--- src/rtl/spi_axi_burst_splitter.sv ---
// Read-only AXI4 burst splitter between the host read path and the quad-SPI
// XIP flash read port. Long INCR bursts are cut into device sub-bursts of at
// most MaxBeats beats. Read data is stitched back into one host burst that
// carries a single rlast. Only one transaction is in flight at a time.
module spi_axi_burst_splitter #(
  parameter int DataWidth = 32,
  parameter int AddrWidth = 24,
  parameter int IdWidth   = 1,
  parameter int MaxBeats  = 16
) (
  input  logic                 clk_i,
  input  logic                 rst_i,
  // host AR
  input  logic                 s_ar_valid,
  output logic                 s_ar_ready,
  input  logic [AddrWidth-1:0] s_ar_addr,
  input  logic [IdWidth-1:0]   s_ar_id,
  input  logic [7:0]           s_ar_len,
  input  logic [2:0]           s_ar_size,
  input  logic [1:0]           s_ar_burst,
  // host R
  output logic                 s_r_valid,
  input  logic                 s_r_ready,
  output logic [DataWidth-1:0] s_r_data,
  output logic [IdWidth-1:0]   s_r_id,
  output logic [1:0]           s_r_resp,
  output logic                 s_r_last,
  // device AR
  output logic                 m_ar_valid,
  input  logic                 m_ar_ready,
  output logic [AddrWidth-1:0] m_ar_addr,
  output logic [IdWidth-1:0]   m_ar_id,
  output logic [7:0]           m_ar_len,
  output logic [2:0]           m_ar_size,
  output logic [1:0]           m_ar_burst,
  // device R
  input  logic                 m_r_valid,
  output logic                 m_r_ready,
  input  logic [DataWidth-1:0] m_r_data,
  input  logic [IdWidth-1:0]   m_r_id,
  input  logic [1:0]           m_r_resp,
  input  logic                 m_r_last
);

  localparam logic [1:0] BurstIncr = 2'b01;
  localparam logic [8:0] MaxChunk  = 9'(MaxBeats);

  typedef enum logic [1:0] {
    S_IDLE,
    S_ISSUE,
    S_DATA
  } state_e;

  state_e               r_state;
  state_e               w_next_state;

  // Latched host request; r_rem counts beats still owed to the host (1..256).
  logic [AddrWidth-1:0] r_addr;
  logic [IdWidth-1:0]   r_id;
  logic [2:0]           r_size;
  logic [1:0]           r_burst;
  logic [8:0]           r_rem;

  logic [8:0]           w_chunk;
  logic                 w_final_chunk;
  logic [AddrWidth-1:0] w_step;
  logic                 w_host_accept;
  logic                 w_sub_done;
  logic                 w_unused_rid;

  // Only INCR is split; FIXED/WRAP are at most 16 beats and go out whole.
  assign w_chunk       = (r_burst == BurstIncr && r_rem > MaxChunk) ? MaxChunk : r_rem;
  assign w_final_chunk = (r_rem == w_chunk);
  assign w_step        = AddrWidth'(w_chunk) << r_size;

  assign w_host_accept = (r_state == S_IDLE) && s_ar_valid && !rst_i;
  assign w_sub_done    = (r_state == S_DATA) && m_r_valid && s_r_ready && m_r_last;

  // Device AR payload comes straight from the latched registers.
  assign m_ar_addr  = r_addr;
  assign m_ar_id    = r_id;
  assign m_ar_len   = 8'(w_chunk - 9'd1);
  assign m_ar_size  = r_size;
  assign m_ar_burst = r_burst;

  // Device ID is meaningless here: the host always sees its own ID back.
  assign s_r_data     = m_r_data;
  assign s_r_resp     = m_r_resp;
  assign s_r_id       = r_id;
  assign w_unused_rid = ^m_r_id;

  // State register.
  always_ff @(posedge clk_i or posedge rst_i) begin
    if (rst_i) begin
      r_state <= S_IDLE;
    end else begin
      // NOTE: clocked state uses non-blocking assignments so every register samples pre-edge values.
      r_state <= w_next_state;
    end
  end

  // Next-state and handshake outputs; R path is a pure pass-through in DATA.
  always_comb begin
    // NOTE: every output gets a default before the case so no path can infer a latch.
    w_next_state = r_state;
    s_ar_ready   = 1'b0;
    m_ar_valid   = 1'b0;
    s_r_valid    = 1'b0;
    m_r_ready    = 1'b0;
    s_r_last     = 1'b0;
    unique case (r_state)
      S_IDLE: begin
        s_ar_ready = !rst_i;
        if (w_host_accept) w_next_state = S_ISSUE;
      end
      S_ISSUE: begin
        m_ar_valid = 1'b1;
        if (m_ar_ready) w_next_state = S_DATA;
      end
      S_DATA: begin
        s_r_valid = m_r_valid;
        m_r_ready = s_r_ready;
        // Sub-burst lasts are hidden; only the final chunk's last reaches the host.
        s_r_last  = m_r_last && w_final_chunk;
        if (w_sub_done) w_next_state = w_final_chunk ? S_IDLE : S_ISSUE;
      end
      default: w_next_state = S_IDLE;
    endcase
  end

  // Latch the host request, then advance address/remaining count per sub-burst.
  always_ff @(posedge clk_i or posedge rst_i) begin
    if (rst_i) begin
      // NOTE: every latched field is cleared so no stale payload survives an aborted transaction.
      r_addr  <= '0;
      r_id    <= '0;
      r_size  <= '0;
      r_burst <= '0;
      r_rem   <= '0;
    end else if (w_host_accept) begin
      r_addr  <= s_ar_addr;
      r_id    <= s_ar_id;
      r_size  <= s_ar_size;
      r_burst <= s_ar_burst;
      r_rem   <= {1'b0, s_ar_len} + 9'd1;
    end else if (w_sub_done && !w_final_chunk) begin
      r_rem  <= r_rem - w_chunk;
      r_addr <= r_addr + w_step;
    end
  end

  // The device must stay quiet until a sub-burst has been issued.
  a_no_early_rdata: assert property (@(posedge clk_i) disable iff (rst_i)
    (r_state != S_DATA) |-> !m_r_valid)
    else $error("device R valid outside DATA state");

endmodule

--- config.mk ---
export PLATFORM = sky130hd
export DESIGN_NAME = spi_axi_burst_splitter
export DESIGN_NICKNAME = d
export VERILOG_FILES = /design/src/rtl/spi_axi_burst_splitter.sv
export SDC_FILE = /design/constraint.sdc
export NUM_CORES = 1
export LEC_CHECK = 0
export CORE_MARGIN = 4
export CORE_UTILIZATION = 35
export CTS_BUF_LIST = sky130_fd_sc_hd__clkbuf_8
export DETAILED_ROUTE_END_ITERATION = 8
export PLACE_DENSITY = 0.79
export SLEW_MARGIN = 20
export SYNTH_ARGS = -nofsm -noshare
export SYNTH_HDL_FRONTEND = slang
export SYNTH_SLANG_ARGS = --single-unit
--- constraint.sdc ---
create_clock -name clk_i -period 4.3 [get_ports clk_i]
set_clock_uncertainty 0.1 [all_clocks]
set_input_delay 1.075 -clock clk_i [delete_from_list [all_inputs] [get_ports clk_i]]
set_output_delay 1.075 -clock clk_i [all_outputs]
set_load 0.02 [all_outputs]
After elaboration in Yosys (flattened, before gate mapping):

Index checks and enable logic that the tools add are counted.

* register bits after elaboration: 41
* latch bits: 0
* RAM bits: 0
* ROM bits: 0
* input port bits: 80
* output and inout bits: 78
* word-level logic and storage cells: 47
* memories kept: 0

* $add $sub $neg: 4
* multiply operators: 0
* divide/modulo/power cells: 0
* $lt $le $gt $ge: 1
* equality and inequality tests: 7
* shift-type cells: 1
* mux-type cells: 15
* bitwise operators: 0
* reductions and logical operators: 13

Operators with widths (number)
* $mux 24: 2
* $mux 9: 3
* $add 24x24->24: 1
* $shl 9x3->24: 1
* $add 8x1->9 const B: 1
* $eq 9x9->1: 1
* $gt 9x5->1 const B: 1
* $sub 9x9->9: 1
* $logic_and 1x1->1: 8
* $sub 8x1->8 const B: 1
* $mux 1: 6
* $mux 2: 3
* $ne 2x2->1 const B: 3
* $pmux 2 s3: 1
* $eq 2x1->1 const B: 2
* $reduce_and 3->1: 1
* $eq 2x2->1 const B: 1
* $logic_not 1->1: 2
* $logic_not 2->1: 1
* $reduce_bool 2->1: 1

Logic depth before layout (Yosys ltp):

* depth in word-level cells: 8
* gate-level depth with buffers: 16

Worst setup path after synthesis:

Ideal clock, no wire load.

* path type: flip-flop to flip-flop
* start: register r_size[0], in the netlist m_ar_size[0]
* end: register r_addr[23], in the netlist m_ar_addr[23]
* arrival time: 3.225 ns
* path slack: 0.838 ns
* stages on the path, launching flop included: 15
* path buffers: 2
* clock period less this slack: 3.462 ns
* cells stage by stage: dfrtp_1 > clkbuf_1 > clkbuf_1 > mux2i_1 > nor2_1 > a22o_1 > o21a_1 > ha_1 > and4_1 > and2_4 > a311oi_2 > a21oi_1 > o2111ai_1 > xor2_1 > a21oi_1

* word-level cells in the longest chain between the ends: 4

Ends and longest elaborated chain
* start: declaration: line 60 `logic [2:0] r_size;`
* start signal: assignment: line 143 `r_size <= s_ar_size;`
* $shl 9x3->24: line 74 `assign w_step = AddrWidth'(w_chunk) << r_size;`
* $add 24x24->24: line 148 `r_addr <= r_addr + w_step;`
* $mux 24: line 146 `end else if (w_sub_done && !w_final_chunk) begin`
* $mux 24: line 140 `end else if (w_host_accept) begin`
* end signal: assignment: line 141 `r_addr <= s_ar_addr;`
* end signal: assignment: line 148
* end: declaration: line 58 `logic [AddrWidth-1:0] r_addr;`

Every way passes these cells. The select of a mux whose other input is x is not followed.
A chain may end at the register's enable or synchronous reset.

Worst setup path in the final report:

* start: register r_rem[3]
* end: output m_ar_len[4]

* word-level cells in the longest chain between the ends: 4

Ends and longest elaborated chain
* start: declaration: line 62 `logic [8:0] r_rem;`
* start signal: assignment: line 145 `r_rem <= {1'b0, s_ar_len} + 9'd1;`
* start signal: assignment: line 147 `r_rem <= r_rem - w_chunk;`
* $gt 9x5->1: line 72 `assign w_chunk = (r_burst == BurstIncr && r_rem > MaxChunk) ? MaxChunk : r_rem;`
* $logic_and 1x1->1: line 72
* $mux 9 *: line 72
* $sub 8x1->8 *: line 82 `assign m_ar_len = 8'(w_chunk - 9'd1);`
* end: declaration: line 33 `output logic [7:0] m_ar_len,`

Every way passes the cells marked *; elsewhere a longest branch is shown, timed or not.

==> impl_metrics.py <==
metrics = {
    "worst_setup_path": {
        "required_ps": 3120,
        "cp_cell_sequence": "nor4_4, o22a_2, buf_4, nand2_1, ha_1, o21ai_0, nand2_1, o211ai_1, clkdlybuf4s50_1",
        "cpMostUsedCell": "nand2_1",
        "end_kind": "output port",
        "worstPathArrival_ps": 2960,
        "max_stage_delay_ps": 640,
        "start_kind": "register",
        "crit_fanout": 11,
        "slowest_stage": "clkdlybuf4s50_1",
        "path_buf_inv": 2,
        "critPathTopFamily": "buffers and inverters",
        "criticalPathCategory": "register to output port",
    },
    "pwr": {
        "ir_drop_mv": 0.343,
        "cellPowerDensity_nw_per_um2": 890,
        "power.leakage_nw": 1.97,
    },
    "final_layout": {
        "fillers": 1094,
        "fin_nets": 647,
        "area_growth_pct": 22.1,
        "multi_input_area_um2": 2410,
        "seq_area_um2": 1030,
        "diodes": 0,
        "stdcell_area_um2": 4720,
        "final_layout_size_suffix_gt1_frac": 0.0676,
    },
    "floorplanning": {
        "start_util": 0.357,
        "die_area_um2": 12800,
        "core_area_um2": 10800,
        "die_w_um": 113,
        "top_level_ports": 158,
        "num_rows": 38,
        "die_h_um": 113,
    },
    "clock_tree": {
        "post_cts_resized": 0,
        "clk_latency_ps": 300,
        "clock-sinks": 41,
        "cts_max_level": 2,
        "cts_max_path_buffers": 2,
        "holdBufCountCts": 0,
        "clk_pin_slew_ps": 90,
        "cts_tree": "built",
        "cts_buffers": 5,
        "cts-root-buf": "clkbuf_8",
        "post-cts-setup-buffer-count": 0,
    },
    "drt": {
        "postRouteAntennaNets": 0,
        "drt-total-wl_mm": 10.7,
        "remaining_drc_errors": 0,
        "vias_per_cell": 5.32,
        "drtIter0Drc": 237,
        "first_pass_iters": 5,
        "vias": 3657,
        "wl_per_cell_um": 15.6,
    },
    "global_route": {
        "grt_start_max_net_pins": 36,
        "grt_overflow_total": 0,
        "grt_pass1_wl_mm": 17.6,
        "grtUsageTotal": 0.166,
        "antenna_found_initial": 0,
        "grt_pass1_vias": 3668,
    },
    "status": {
        "status": "finished, final reports clean",
    },
    "timing": {
        "tightestPinTransition_ps": 688,
        "finalSetupViolations": 0,
        "hold_violations": 0,
        "final.period_utilization": 0.961,
        "grt_setup_unrepaired": "no",
        "maxSlewHeadroom": 0.541,
        "slew_violations": 0,
        "max_freq_mhz": 242,
        "setup-tns-final_ps": 0,
        "period_needed_ps": 4130,
    },
    "job": {
        "drv_cap": 0,
    },
    "synthesis": {
        "yosysSeqAreaShare": 0.265,
        "syn_area_per_cell_um2": 7.73,
        "synth_ff_type": "dfrtp_1",
        "async_flop_share": 1.00,
        "synth-edff-count": 0,
        "netlist_area_um2": 3870,
        "syn_inst": 500,
        "yosys_warnings": 0,
        "synth_fp_nets": 601,
        "synth_cell_types": 59,
        "synth_seq_cells": 41,
    },
    "placed_design": {
        "routabilityCongestion": 0.883,
        "hpwl_mm": 8.18,
        "port_buffers": 88,
        "postPlaceCellArea_um2": 4630,
    },
    "hold_path": {
        "worstHoldPathType": "register to register",
    },
}
==> worst paths after layout <==
| kind | from | end | slack (ps) | cells after the start |
|---|---|---|---|---|
| max in group asynchronous | rst_i | m_ar_addr[10]$_DFFE_PP0P_ | 2230 | 3 |
| worst max-delay path | r_rem[3]$_DFFE_PP0P_ | m_ar_len[4] | 170 | 9 |
| worst min-delay path | m_ar_id$_DFFE_PP0P_ | m_ar_id$_DFFE_PP0P_ | 420 | 2 |
| min in group asynchronous | rst_i | r_state[1]$_DFFE_PP0P_ | 1050 | 2 |
| worst max register to register | r_rem[3]$_DFFE_PP0P_ | m_ar_addr[17]$_DFFE_PP0P_ | 370 | 14 |
| worst min register to register | m_ar_id$_DFFE_PP0P_ | m_ar_id$_DFFE_PP0P_ | 420 | 2 |
==> kinds of logic (layout without fill, tap and decap cells) <==
logic type | count (synthesis) | count (layout) | synth area share
adder cells (fa/ha/maj) | 21 | 21 | 0.0699
multiplexers | 11 | 11 | 0.0295
AND/OR/NAND/NOR | 199 | 199 | 0.249
other | 1 | 1 | 0.000970
flip-flops | 41 | 41 | 0.265
buffers and inverters | 71 | 118 | 0.111
XOR/XNOR | 29 | 29 | 0.0657
AO/OA/AOI/OAI | 127 | 127 | 0.209
==> routing by layer <==
metal / part of all wire / wire length [um] / track usage / up-vias
met5: 0 / 0 / 0 / -
met1: 0.45 / 4840 / 0.221 / 1690
met2: 0.48 / 5140 / 0.278 / 127
met3: 0.058 / 618 / 0.0332 / 17
li1: - / - / - / 1823
met4: 0.012 / 127 / 0.0409 / 0
==> stage by stage <==
stage / hold slack, ps / utilization / power, mW / setup WS [ps] / std cells
floorplan: 374 / - / 2.94 / 838 / 500
global route: 453 / 0.435 / 4.55 / 13.4 / 687
global placement: 391 / 0.427 / 3.82 / 411 / 679
finish: 416 / 0.435 / 4.20 / 166 / 687
CTS: 423 / 0.435 / 4.20 / 67.0 / 687
detailed placement: 406 / 0.427 / 3.92 / 296 / 679
==> state kept, by name, summed over array words and instances, names as in the netlist <==
register / flops
m_ar_size: 3
r_state: 2
m_ar_addr: 24
r_rem: 9
m_ar_burst: 2
m_ar_id: 1
==> cell usage after synthesis (2+ instances only) <==
cell type / instances / area (um2)
dfrtp_1: 41 / 1030
a22o_1: 3 / 26.3
o21a_1: 4 / 30.0
o32ai_1: 2 / 17.5
nor2_1: 49 / 184
nor4_1: 3 / 18.8
mux2i_1: 8 / 80.1
a311oi_1: 2 / 17.5
a21o_1: 8 / 60.1
nor4_4: 2 / 42.5
buf_6: 2 / 22.5
clkbuf_1: 17 / 63.8
o211ai_1: 4 / 30.0
nand3b_1: 2 / 15.0
buf_4: 36 / 270
and3_1: 12 / 75.1
mux2_2: 3 / 33.8
or3_1: 6 / 37.5
nand2b_1: 7 / 43.8
a31oi_1: 9 / 56.3
nand3_1: 18 / 90.1
o21ai_1: 2 / 10.0
inv_1: 7 / 26.3
nand4_1: 3 / 18.8
xnor2_1: 17 / 149
o21ai_0: 32 / 160
nor3_1: 11 / 55.1
and2_1: 6 / 37.5
a21oi_1: 40 / 200
nor2b_1: 8 / 50.1
ha_1: 20 / 250
o2111ai_1: 2 / 17.5
xor2_1: 12 / 105
o22ai_1: 2 / 12.5
nand2_1: 68 / 255
buf_2: 9 / 45.0
==> layout by cell type (no fill, tap or decap), types with 9 or more instances in the layout <==
master / netlist / routed
xnor2_1: 17 / 17
ha_1: 20 / 20
o21ai_0: 32 / 32
buf_4: 36 / 15
clkdlybuf4s50_1: 0 / 88
xor2_1: 12 / 12
a21oi_1: 40 / 40
nor3_1: 11 / 11
nand3_1: 18 / 18
and3_1: 12 / 12
nor2_1: 49 / 49
a31oi_1: 9 / 9
nand2_1: 68 / 68
dfrtp_1: 41 / 41
==> power breakdown <==
part	switching [mW]	total, mW	leakage [nW]	internal, mW
Combinational	1.71	3.13	1.43	1.42
Clock	0.151	0.263	0.0439	0.112
Sequential	0.253	0.811	0.498	0.558
==> layout make-up <==
class,instances,share of cell area
Sequential cell,41,0.217
Timing Repair Buffer,103,0.210
Clock buffer,5,0.0146
Clock inverter,3,0.00371
Inverter,7,0.00557
Tap cell,140,0.0371
Multi-Input combinational cell,388,0.511
==> tightest hold or removal path: stages, from the launching register on <==
cell and delay, ps:
dfrtp_1 380, nand2_1 60, nand2_1 60
No activity file was read; power rests on OpenSTA's default activity.
